## src/rtl/npc_if.sv

```systemverilog
// Fetch-sequencer bus: branch/jump requests in, fetch PC and status out.
// Optional exception pins exist only when NPC_EXCEPTION_EN is defined.
interface npc_if;
  logic        imem_ready;
  logic        stall;
  logic        branch_taken;
  logic [15:0] branch_offset;
  logic        jump;
  logic [25:0] jump_index;
  logic        jr;
  logic [31:0] jr_target;
  logic [31:0] pc;
  logic [31:0] pc4;
  logic        fetch_req;
  logic        redirect_pending;
`ifdef NPC_EXCEPTION_EN
  logic        exc;
  logic [31:0] epc;
`endif

  // Sequencer side.
  modport master (
`ifdef NPC_EXCEPTION_EN
    input  exc,
    output epc,
`endif
    input  imem_ready,
    input  stall,
    input  branch_taken,
    input  branch_offset,
    input  jump,
    input  jump_index,
    input  jr,
    input  jr_target,
    output pc,
    output pc4,
    output fetch_req,
    output redirect_pending
  );

  // Pipeline / memory side.
  modport slave (
`ifdef NPC_EXCEPTION_EN
    output exc,
    input  epc,
`endif
    output imem_ready,
    output stall,
    output branch_taken,
    output branch_offset,
    output jump,
    output jump_index,
    output jr,
    output jr_target,
    input  pc,
    input  pc4,
    input  fetch_req,
    input  redirect_pending
  );
endinterface

```

## src/rtl/npc_sequencer.sv

```systemverilog
// Next-PC sequencer: BOOT/FETCH/HOLD control, redirect priority and a pending-redirect buffer.
// Exception entry (exc/epc) is compiled in by defining NPC_EXCEPTION_EN.
module npc_sequencer #(
  parameter logic [31:0] RESET_PC   = 32'h0000_0000,
  parameter logic [31:0] EXC_VECTOR = 32'h0000_0080
) (
  input logic clk,
  input logic rst,
  npc_if.master bus
);

  localparam logic [1:0] StBoot  = 2'd0;
  localparam logic [1:0] StFetch = 2'd1;
  localparam logic [1:0] StHold  = 2'd2;

  logic [1:0]  state_q, state_d;
  logic [31:0] pc_q;
  logic [31:0] pc4;
  logic        pend_q;
  logic [31:0] pend_tgt_q;
  logic [31:0] br_off_ext;
  logic [31:0] redir_tgt;
  logic        redirect;
  logic        advance;
  logic [31:0] next_pc;

`ifdef NPC_EXCEPTION_EN
  logic [31:0] epc_q;
`else
  logic [31:0] unused_exc_vector;
  assign unused_exc_vector = EXC_VECTOR;
`endif

  logic [1:0] unused_jr_low;
  assign unused_jr_low = bus.jr_target[1:0];

  assign pc4        = pc_q + 32'd4;
  assign br_off_ext = {{14{bus.branch_offset[15]}}, bus.branch_offset, 2'b00};
  assign redirect   = bus.jr | bus.jump | bus.branch_taken;
  assign advance    = (state_q == StFetch) & bus.imem_ready & ~bus.stall;

  always_comb begin
    redir_tgt = pc4;
    if (bus.jr) begin
      redir_tgt = {bus.jr_target[31:2], 2'b00};
    end else if (bus.jump) begin
      redir_tgt = {pc4[31:28], bus.jump_index, 2'b00};
    end else if (bus.branch_taken) begin
      redir_tgt = pc4 + br_off_ext;
    end
  end

  // A live redirect beats the buffered one; otherwise fall through sequentially.
  always_comb begin
    next_pc = pc4;
    if (redirect) begin
      next_pc = redir_tgt;
    end else if (pend_q) begin
      next_pc = pend_tgt_q;
    end
  end

  always_comb begin
    state_d = state_q;
    case (state_q)
      StBoot:  state_d = StFetch;
      StFetch: state_d = bus.stall ? StHold : StFetch;
      StHold:  state_d = bus.stall ? StHold : StFetch;
      default: state_d = StBoot;
    endcase
  end

  always_ff @(posedge clk) begin
    if (rst) begin
      state_q    <= StBoot;
      pc_q       <= RESET_PC;
      pend_q     <= 1'b0;
      pend_tgt_q <= 32'h0000_0000;
`ifdef NPC_EXCEPTION_EN
      epc_q      <= 32'h0000_0000;
    end else if (bus.exc) begin
      // Exceptions ignore stall and memory readiness.
      state_q    <= StFetch;
      pc_q       <= EXC_VECTOR;
      epc_q      <= pc_q;
      pend_q     <= 1'b0;
      pend_tgt_q <= 32'h0000_0000;
`endif
    end else begin
      state_q <= state_d;
      if (advance) begin
        pc_q   <= next_pc;
        pend_q <= 1'b0;
      end else if (redirect) begin
        pend_q     <= 1'b1;
        pend_tgt_q <= redir_tgt;
      end
    end
  end

  assign bus.pc               = pc_q;
  assign bus.pc4              = pc4;
  assign bus.fetch_req        = (state_q == StFetch);
  assign bus.redirect_pending = pend_q;
`ifdef NPC_EXCEPTION_EN
  assign bus.epc              = epc_q;
`endif

endmodule

```

## src/flat_wrapper.sv

```systemverilog
// flat-port wrapper written by rule: the top's interface ports become plain ports
module npc_sequencer_flat 
#(
  parameter logic [31:0] RESET_PC   = 32'h0000_0000,
  parameter logic [31:0] EXC_VECTOR = 32'h0000_0080
)
  (clk, rst, bus_imem_ready, bus_stall, bus_branch_taken, bus_branch_offset, bus_jump, bus_jump_index, bus_jr, bus_jr_target, bus_pc, bus_pc4, bus_fetch_req, bus_redirect_pending);
  npc_if bus_i ();
  input logic clk;
  input logic rst;
  input wire logic [$bits(bus_i.imem_ready)-1:0] bus_imem_ready;
  input wire logic [$bits(bus_i.stall)-1:0] bus_stall;
  input wire logic [$bits(bus_i.branch_taken)-1:0] bus_branch_taken;
  input wire logic [$bits(bus_i.branch_offset)-1:0] bus_branch_offset;
  input wire logic [$bits(bus_i.jump)-1:0] bus_jump;
  input wire logic [$bits(bus_i.jump_index)-1:0] bus_jump_index;
  input wire logic [$bits(bus_i.jr)-1:0] bus_jr;
  input wire logic [$bits(bus_i.jr_target)-1:0] bus_jr_target;
  output wire logic [$bits(bus_i.pc)-1:0] bus_pc;
  output wire logic [$bits(bus_i.pc4)-1:0] bus_pc4;
  output wire logic [$bits(bus_i.fetch_req)-1:0] bus_fetch_req;
  output wire logic [$bits(bus_i.redirect_pending)-1:0] bus_redirect_pending;
  assign bus_i.imem_ready = bus_imem_ready;
  assign bus_i.stall = bus_stall;
  assign bus_i.branch_taken = bus_branch_taken;
  assign bus_i.branch_offset = bus_branch_offset;
  assign bus_i.jump = bus_jump;
  assign bus_i.jump_index = bus_jump_index;
  assign bus_i.jr = bus_jr;
  assign bus_i.jr_target = bus_jr_target;
  assign bus_pc = bus_i.pc;
  assign bus_pc4 = bus_i.pc4;
  assign bus_fetch_req = bus_i.fetch_req;
  assign bus_redirect_pending = bus_i.redirect_pending;
  npc_sequencer #(.RESET_PC(RESET_PC), .EXC_VECTOR(EXC_VECTOR)) u_core (.clk(clk), .rst(rst), .bus(bus_i));
endmodule
```

## config.mk

```make
export PLATFORM = sky130hd
export DESIGN_NAME = npc_sequencer_flat
export DESIGN_NICKNAME = d
export VERILOG_FILES = /design/src/rtl/npc_if.sv /design/src/rtl/npc_sequencer.sv /design/src/flat_wrapper.sv
export SDC_FILE = /design/constraint.sdc
export NUM_CORES = 1
export LEC_CHECK = 0
export BUFFER_PORTS_ARGS = -buffer_cell sky130_fd_sc_hd__clkbuf_2
export CAP_MARGIN = 10
export CORE_ASPECT_RATIO = 0.75
export CORE_MARGIN = 3
export CORE_UTILIZATION = 50
export DETAILED_ROUTE_END_ITERATION = 10
export HOLD_SLACK_MARGIN = 0.1
export PLACE_DENSITY = 0.84
export SYNTH_ARGS = -nofsm -noshare
export SYNTH_HDL_FRONTEND = slang
export SYNTH_SLANG_ARGS = --single-unit
export TNS_END_PERCENT = 100
```

## constraint.sdc

```tcl
create_clock -name clk -period 3.6 [get_ports clk]
set_input_delay 0.36 -clock clk [delete_from_list [all_inputs] [get_ports clk]]
set_output_delay 0.36 -clock clk [all_outputs]
set_load 0.01 [all_outputs]
```

==> results of run 1 <==
==> flip-flops by register name, summed over array words and instances, names as in the netlist <==
signal	cells
u_core.bus.pc	32
u_core.pend_tgt_q	32
u_core.state_q	2
u_core.bus.redirect_pending	1
==> timing repair <==
action / 4_1_cts / 5_1_grt
buffers inserted: 2 / 13
endpoints found under the setup margin: 6 / 30
resized for setup: 5 / 56
pin swaps: 2 / 23
==> layout make-up <==
cell class | count | area, um2
Sequential cell | 67 | 1350
Timing Repair Buffer | 282 | 1760
Clock buffer | 9 | 225
Fill cell | 935 | 3280
Tap cell | 162 | 203
Multi-Input combinational cell | 696 | 4810
Inverter | 25 | 93.8
Clock inverter | 7 | 57.6
==> critical path: cells and delay by family (launching register included) <==
kind / cells / cell delay (ns)
buffers and inverters: 2 / 0.23
xor gates and xnor gates: 1 / 0.22
and+or+nand+nor: 7 / 1.24
AOI/OAI and AO/OA: 6 / 1.13
DFF: 1 / 0.37
adders and majority gates: 1 / 0.28
==> worst paths after layout <==
path	start	end	depth (start not counted)
max	u_core.bus.pc[3]$_SDFFE_PP0P_	u_core.bus.pc[30]$_SDFFE_PP0P_	17
min	bus_stall	u_core.state_q[1]$_SDFF_PP0_	2
max reg2reg	u_core.bus.pc[3]$_SDFFE_PP0P_	u_core.bus.pc[30]$_SDFFE_PP0P_	17
min reg2reg	u_core.pend_tgt_q[4]$_SDFFE_PP0P_	u_core.pend_tgt_q[4]$_SDFFE_PP0P_	2
==> power by group through the flow <==
stage                     logic [uW]  registers [uW]  clock network, uW
after global routing            1020             856                908
after detailed placement         859             861                  0
after global placement           840             858                  0
after CTS                        870             845                874
after floorplan                  505             859                  0
final                            946             850                873
==> layer usage <==
metal / track usage [%] / routed length, um / vias to the layer above
li1: - / - / 3593
met1: 46.6 / 10000 / 3571
met2: 51.6 / 10400 / 609
met3: 8.51 / 3380 / 93
met4: 11.0 / 857 / 0
met5: 0 / 0 / -
==> layout by cell type (no fill, tap or decap), drive strengths merged, types with 7 or more instances in the layout <==
master    n
nand2    76
a21o     15
and3     13
xor2     19
nor3     25
buf     138
nor2     98
dfxtp    67
nand3    34
a221oi   10
inv      26
a21oi    79
nand2b    9
nand4    15
ha       39
mux2i    25
o21ai    68
clkbuf  153
a31oi     9
or3       7
o211ai   11
a211oi   25
o21a      8
xnor2    29
==> logic make-up after synthesis <==
group | Yosys count | synth area share [%]
compound gates | 281 | 30.3
xor+xnor | 48 | 6.84
fa+ha+maj | 40 | 8.26
buf+inv | 84 | 5.35
flops | 67 | 21.8
mux | 29 | 4.80
simple gates | 298 | 22.7
==> metrics by stage <==
step	setup TNS (ns)	utilization (%)	setup slack, ns	power, uW	cell area [um2]
after floorplan	0	-	0.000531	1360	6170
after global placement	0	66.1	0.0589	1700	7790
after detailed placement	-0.108	66.1	-0.0497	1720	7790
after CTS	0	68.8	0.00355	2590	8110
after global routing	-0.848	72.1	-0.140	2780	8500
final	-0.00188	72.1	-0.00188	2670	8500
==> out/metrics.yaml, run 1 <==
run_status:
  outcome: "finished with violations"
  violations: "negative setup slack"
global_routing:
  grt_pass1_wl_um: 36800
  gr-usage-all-layers_pct: 33.6
  grt_pass1_vias: 7195
  grt_max_degree: 60
  antenna_found_initial: 0
  overflow: 0
setup_path:
  startpoint_type: "register"
  slowest_delay_ns: 0.37
  critical_path_class: "register to register"
  slowest_stage: "dfxtp_2"
  regToRegSetupSlack_ns: -0.002
  crit_required_ns: 3.82
  endpoint_kind: "register"
  cp.arrival_ns: 3.82
  cp_max_fo: 5
  path_cells: "and4_4, and2_4, buf_6, nor2b_4, nand4_1, xor2_1, inv_1, ha_4, and4_4, nor4b_4, a22oi_2, a31oi_4, o2111ai_4, a31oi_1, o211ai_1, a31oi_1, nor3_1"
final_layout:
  layout.nets: 1202
  antenna_cells: 0
  layout.cells.non_filler: 1248
  layout-drive-gt1-share_pct: 34.4
  layout-area-overhead-vs-synth_pct: 38.3
power:
  seqPwrFrac_pct: 31.8
  p_switching_uw: 990
  swShare_pct: 37.1
  p_comb_share_pct: 35.5
  p_clk_share_pct: 32.7
  p_int_uw: 1680
  leakage_uw: 0.00392
  power_per_cell_area_nw_per_um2: 314
  vdd_drop_max_mv: 0.242
die:
  io_pins: 147
  start_util_pct: 52.2
  num_rows: 34
  dieWidth_um: 134
  die_h_um: 102
  coreArea_um2: 11800
  die_area_um2: 13700
sta:
  fin_ws_ns: -0.00188
  relSlewSlack_pct: 43.6
  finalSetupViolations: 1
  finalCriticalPeriod_ns: 3.60
  clock_skew_ns: 0.0115
  slew_violations: 0
  rsz0062_at_grt: "yes"
  fmaxAchievable_mhz: 278
  period_share_pct: 100
  tightest_slew_ns: 0.845
  worst_hold_slack_ns: 0.262
  finalHoldViolations: 0
yosys:
  synth.ff_latch_count: 67
  ys_warn_count: 0
  synth_largest_area_cell: "dfxtp_1"
  synth_top_area_share_pct: 21.8
  synthTopCellsByCount: "nor2_1 (97), a21oi_1 (77), nand2_1 (76)"
  yosysMostFrequentCell: "nor2_1"
  yosys-top-cells-area: "dfxtp_1 (22%), ha_1 (7.9%), a21oi_1 (6.3%), nor2_1 (5.9%), o21ai_0 (5.4%)"
  ys.flop_type: "dfxtp_1"
  synthesis.nets: 968
  yosysSeqAreaShare_pct: 21.8
  avgSynthCellArea_um2: 7.26
  async_flop_share_pct: 0
  postSynthCellCount: 847
  synth_edf_count: 0
  ys_types: 71
  syn-cell-area_um2: 6150
worst_hold_path:
  hp-class: "primary input to register"
routing:
  vias: 7866
  drt_wl_total_um: 24700
  ant_nets: 0
  drt_drc_violations_left: 0
  dr.pass1.iters: 8
  drt_first_iter_violations: 998
  routedWlPerCell_um: 19.8
  vias_per_cell: 6.30
clock_tree:
  clock_latency_ns: 0.35
  ctsHoldBuffers: 0
  path_clk_slew_ns: 0.07
  cts_tree: "done"
  cts.root.buffer_cell: "clkbuf_16"
  cts_num_sinks: 67
  cts_buffer_depth: 2
  h-tree-depth: 3
  numCtsBuffers: 9
place:
  dpl.cell_count: 1218
  place.gp.congestion: 0.966
  dpl.hpwl_um: 17200
  io_buffers: 144
flow_run:
  drv_cap: 0
(Power assumes the default switching activity.)
==> run 2, diff against run 1 <==
--- a/config.mk
+++ b/config.mk
@@ -11,8 +11,11 @@
 export CORE_MARGIN = 3
 export CORE_UTILIZATION = 50
 export DETAILED_ROUTE_END_ITERATION = 10
+export GPL_ROUTABILITY_DRIVEN = 0
 export HOLD_SLACK_MARGIN = 0.1
 export PLACE_DENSITY = 0.84
+export RECOVER_POWER = 50
+export SETUP_SLACK_MARGIN = 0.1
 export SYNTH_ARGS = -nofsm -noshare
 export SYNTH_HDL_FRONTEND = slang
 export SYNTH_SLANG_ARGS = --single-unit
==> out/metrics.yaml, run 2 (synthesis results as in run 1) <==
clock_tree:
  cts_num_sinks: 67  # unchanged
  clock_latency_ns: 0.34  # about the same
  h-tree-depth: 3  # unchanged
  cts_tree: "done"
  cts_buffer_depth: 2  # unchanged
  numCtsBuffers: 9  # unchanged
  path_clk_slew_ns: 0.06  # about the same
  cts.root.buffer_cell: "clkbuf_16"
sta:
  finalHoldViolations: 0  # unchanged
  fin_ws_ns: -0.147  # -0.145 ns
  rsz0062_at_grt: "yes"
  fmaxAchievable_mhz: 267  # -3.9%
  period_share_pct: 104  # +4.0 points
  relSlewSlack_pct: 34.5  # -9.2 points
  slew_violations: 0  # unchanged
  tightest_slew_ns: 0.983  # +0.138 ns
  finalSetupViolations: 14  # +13
  clock_skew_ns: 0.00626  # -0.00528 ns
  finalCriticalPeriod_ns: 3.75  # +0.145 ns
run_status:
  violations: "negative setup slack"
  outcome: "finished with violations"
routing:
  vias_per_cell: 6.54  # +3.7%
  drt_drc_violations_left: 0  # unchanged
  routedWlPerCell_um: 20.9  # +5.6%
  ant_nets: 0  # unchanged
  dr.pass1.iters: 7  # -1
  drt_first_iter_violations: 1235  # +24%
  drt_wl_total_um: 26000  # +5.3%
  vias: 8139  # +3.5%
die:
  die_h_um: 102  # unchanged
  io_pins: 147  # unchanged
  die_area_um2: 13700  # unchanged
  coreArea_um2: 11800  # unchanged
  start_util_pct: 52.2  # unchanged
  dieWidth_um: 134  # unchanged
  num_rows: 34  # unchanged
setup_path:
  critical_path_class: "register to register"
  endpoint_kind: "register"
  crit_required_ns: 3.85  # +0.03 ns
  worst_path_most_repeated_cell: "buf_4"
  regToRegSetupSlack_ns: -0.15  # -0.14 ns
  slowest_stage: "ha_1"
  path_cells: "and4_4, nand4_1, buf_4, nor2b_4, buf_6, nand4_1, xor2_1, inv_1, buf_4, buf_4, ha_1, nand3_1, o21ai_1, a41o_1, nor3b_1, o21ai_0, a311oi_1"
  reg2reg_depth: 17  # unchanged
  cp_max_fo: 5  # unchanged
  worst_setup_path_startpoint: "u_core.bus.pc[13]$_SDFFE_PP0P_"
  cp.arrival_ns: 4.00  # +0.18 ns
  r2r-start: "u_core.bus.pc[13]$_SDFFE_PP0P_"
  critPathCapture: "u_core.pend_tgt_q[27]$_SDFFE_PP0P_"
  slowest_delay_ns: 0.41  # +0.04 ns
  startpoint_type: "register"
  r2r-end: "u_core.pend_tgt_q[27]$_SDFFE_PP0P_"
place:
  dpl.hpwl_um: 16600  # -3.8%
  io_buffers: 144  # unchanged
  placed_cell_area_um2: 7730  # -0.82%
  dpl.cell_count: 1206  # -0.99%
power:
  leakage_uw: 0.00401  # +2.3%
  vdd_drop_max_mv: 0.233  # -3.6%
  power_per_cell_area_nw_per_um2: 322  # +2.4%
final_layout:
  layout-area-overhead-vs-synth_pct: 41.3
  layout-drive-gt1-share_pct: 36.8  # +2.4 points
  design_area_um2: 8690  # +2.2%
  antenna_cells: 0  # unchanged
  layout.cells.non_filler: 1245  # -0.24%
  layout.nets: 1200  # -0.17%
  final_common_cell: "clkbuf_2"
  fillCellCount: 838  # -10%
  final_cell_mix: "clkbuf_2 (144), buf_4 (132), nor2_1 (93), nand2_1 (72), a21oi_1 (65)"
global_routing:
  grt_pass1_wl_um: 37300  # +1.4%
  grt_max_degree: 60  # unchanged
  antenna_found_initial: 0  # unchanged
  overflow: 0  # unchanged
  gr-usage-all-layers_pct: 34.1  # +0.43 points
  grt_pass1_vias: 7313  # +1.6%
flow_run:
  drv_cap: 0  # unchanged
worst_hold_path:
  hp-class: "primary input to register"
run 2: per-layer routing:
layer / GRT usage (%) / up-vias / part of all wire [%]
met5: 0 / - / 0
met4: 14.7 / 0 / 4.9
li1: - / 3585 / -
met3: 8.61 / 143 / 14
met1: 46.9 / 3727 / 38
met2: 50.9 / 684 / 43
run 2: worst min-delay path by stage:
stage,to,start,cells past startpoint,slack (ns)
finish,u_core.state_q[1]$_SDFF_PP0_,bus_stall,2,0.27
global route,u_core.state_q[1]$_SDFF_PP0_,bus_stall,2,0.28
CTS,u_core.state_q[1]$_SDFF_PP0_,bus_stall,2,0.27
detailed placement,u_core.pend_tgt_q[19]$_SDFFE_PP0P_,u_core.pend_tgt_q[19]$_SDFFE_PP0P_,2,0.45
global placement,u_core.pend_tgt_q[17]$_SDFFE_PP0P_,u_core.pend_tgt_q[17]$_SDFFE_PP0P_,2,0.44
floorplan,u_core.pend_tgt_q[17]$_SDFFE_PP0P_,u_core.pend_tgt_q[17]$_SDFFE_PP0P_,2,0.43
run 2: critical path, delay by kind of cell, from the launching register on:
family	cells	cell delay, ns
and+or+nand+nor	6	1.05
AOI/OAI and AO/OA	4	0.92
buffers and inverters	5	0.69
adders and majority gates	1	0.41
DFF	1	0.35
xor gates and xnor gates	1	0.22
run 2: layout make-up:
cell class | instances | area, um2 | area share [%]
inverters | 25 | 93.8 | 1.08
clock inverters | 6 | 91.3 | 1.05
repair buffers | 280 | 1760 | 20.2
clock buffers | 9 | 225 | 2.59
well taps | 162 | 203 | 2.33
flip-flops and latches | 67 | 1350 | 15.6
multi-input cells | 696 | 4970 | 57.2
run 2: power by group:
group	total [uW]	internal [uW]	switching, uW	leakage, uW
Combinational	970	409	561	0.00330
Sequential	853	799	54.6	0.000554
Clock	970	605	365	0.000155
Total	2790	1810	980	0.00401
run 2: per-stage QoR:
stage,power (uW),worst slack [ns],setup TNS [ns],utilization [%],hold slack (ns)
after floorplan,1370,0.113,0,-,0.432
after global placement,1680,0.0129,0,65.6,0.442
after detailed placement,1700,-0.113,-0.445,65.6,0.450
after CTS,2690,0.0862,0,70.2,0.270
after global routing,2900,-0.457,-5.41,73.7,0.280
final,2790,-0.147,-1.35,73.7,0.273
run 2: repair_timing:
item / CTS / global route
endpoints found under the setup margin: 22 / 32
hold buffers: 0 / 0
buffers inserted: 7 / 17
pin swaps: 19 / 52
gates resized for setup: 36 / 69
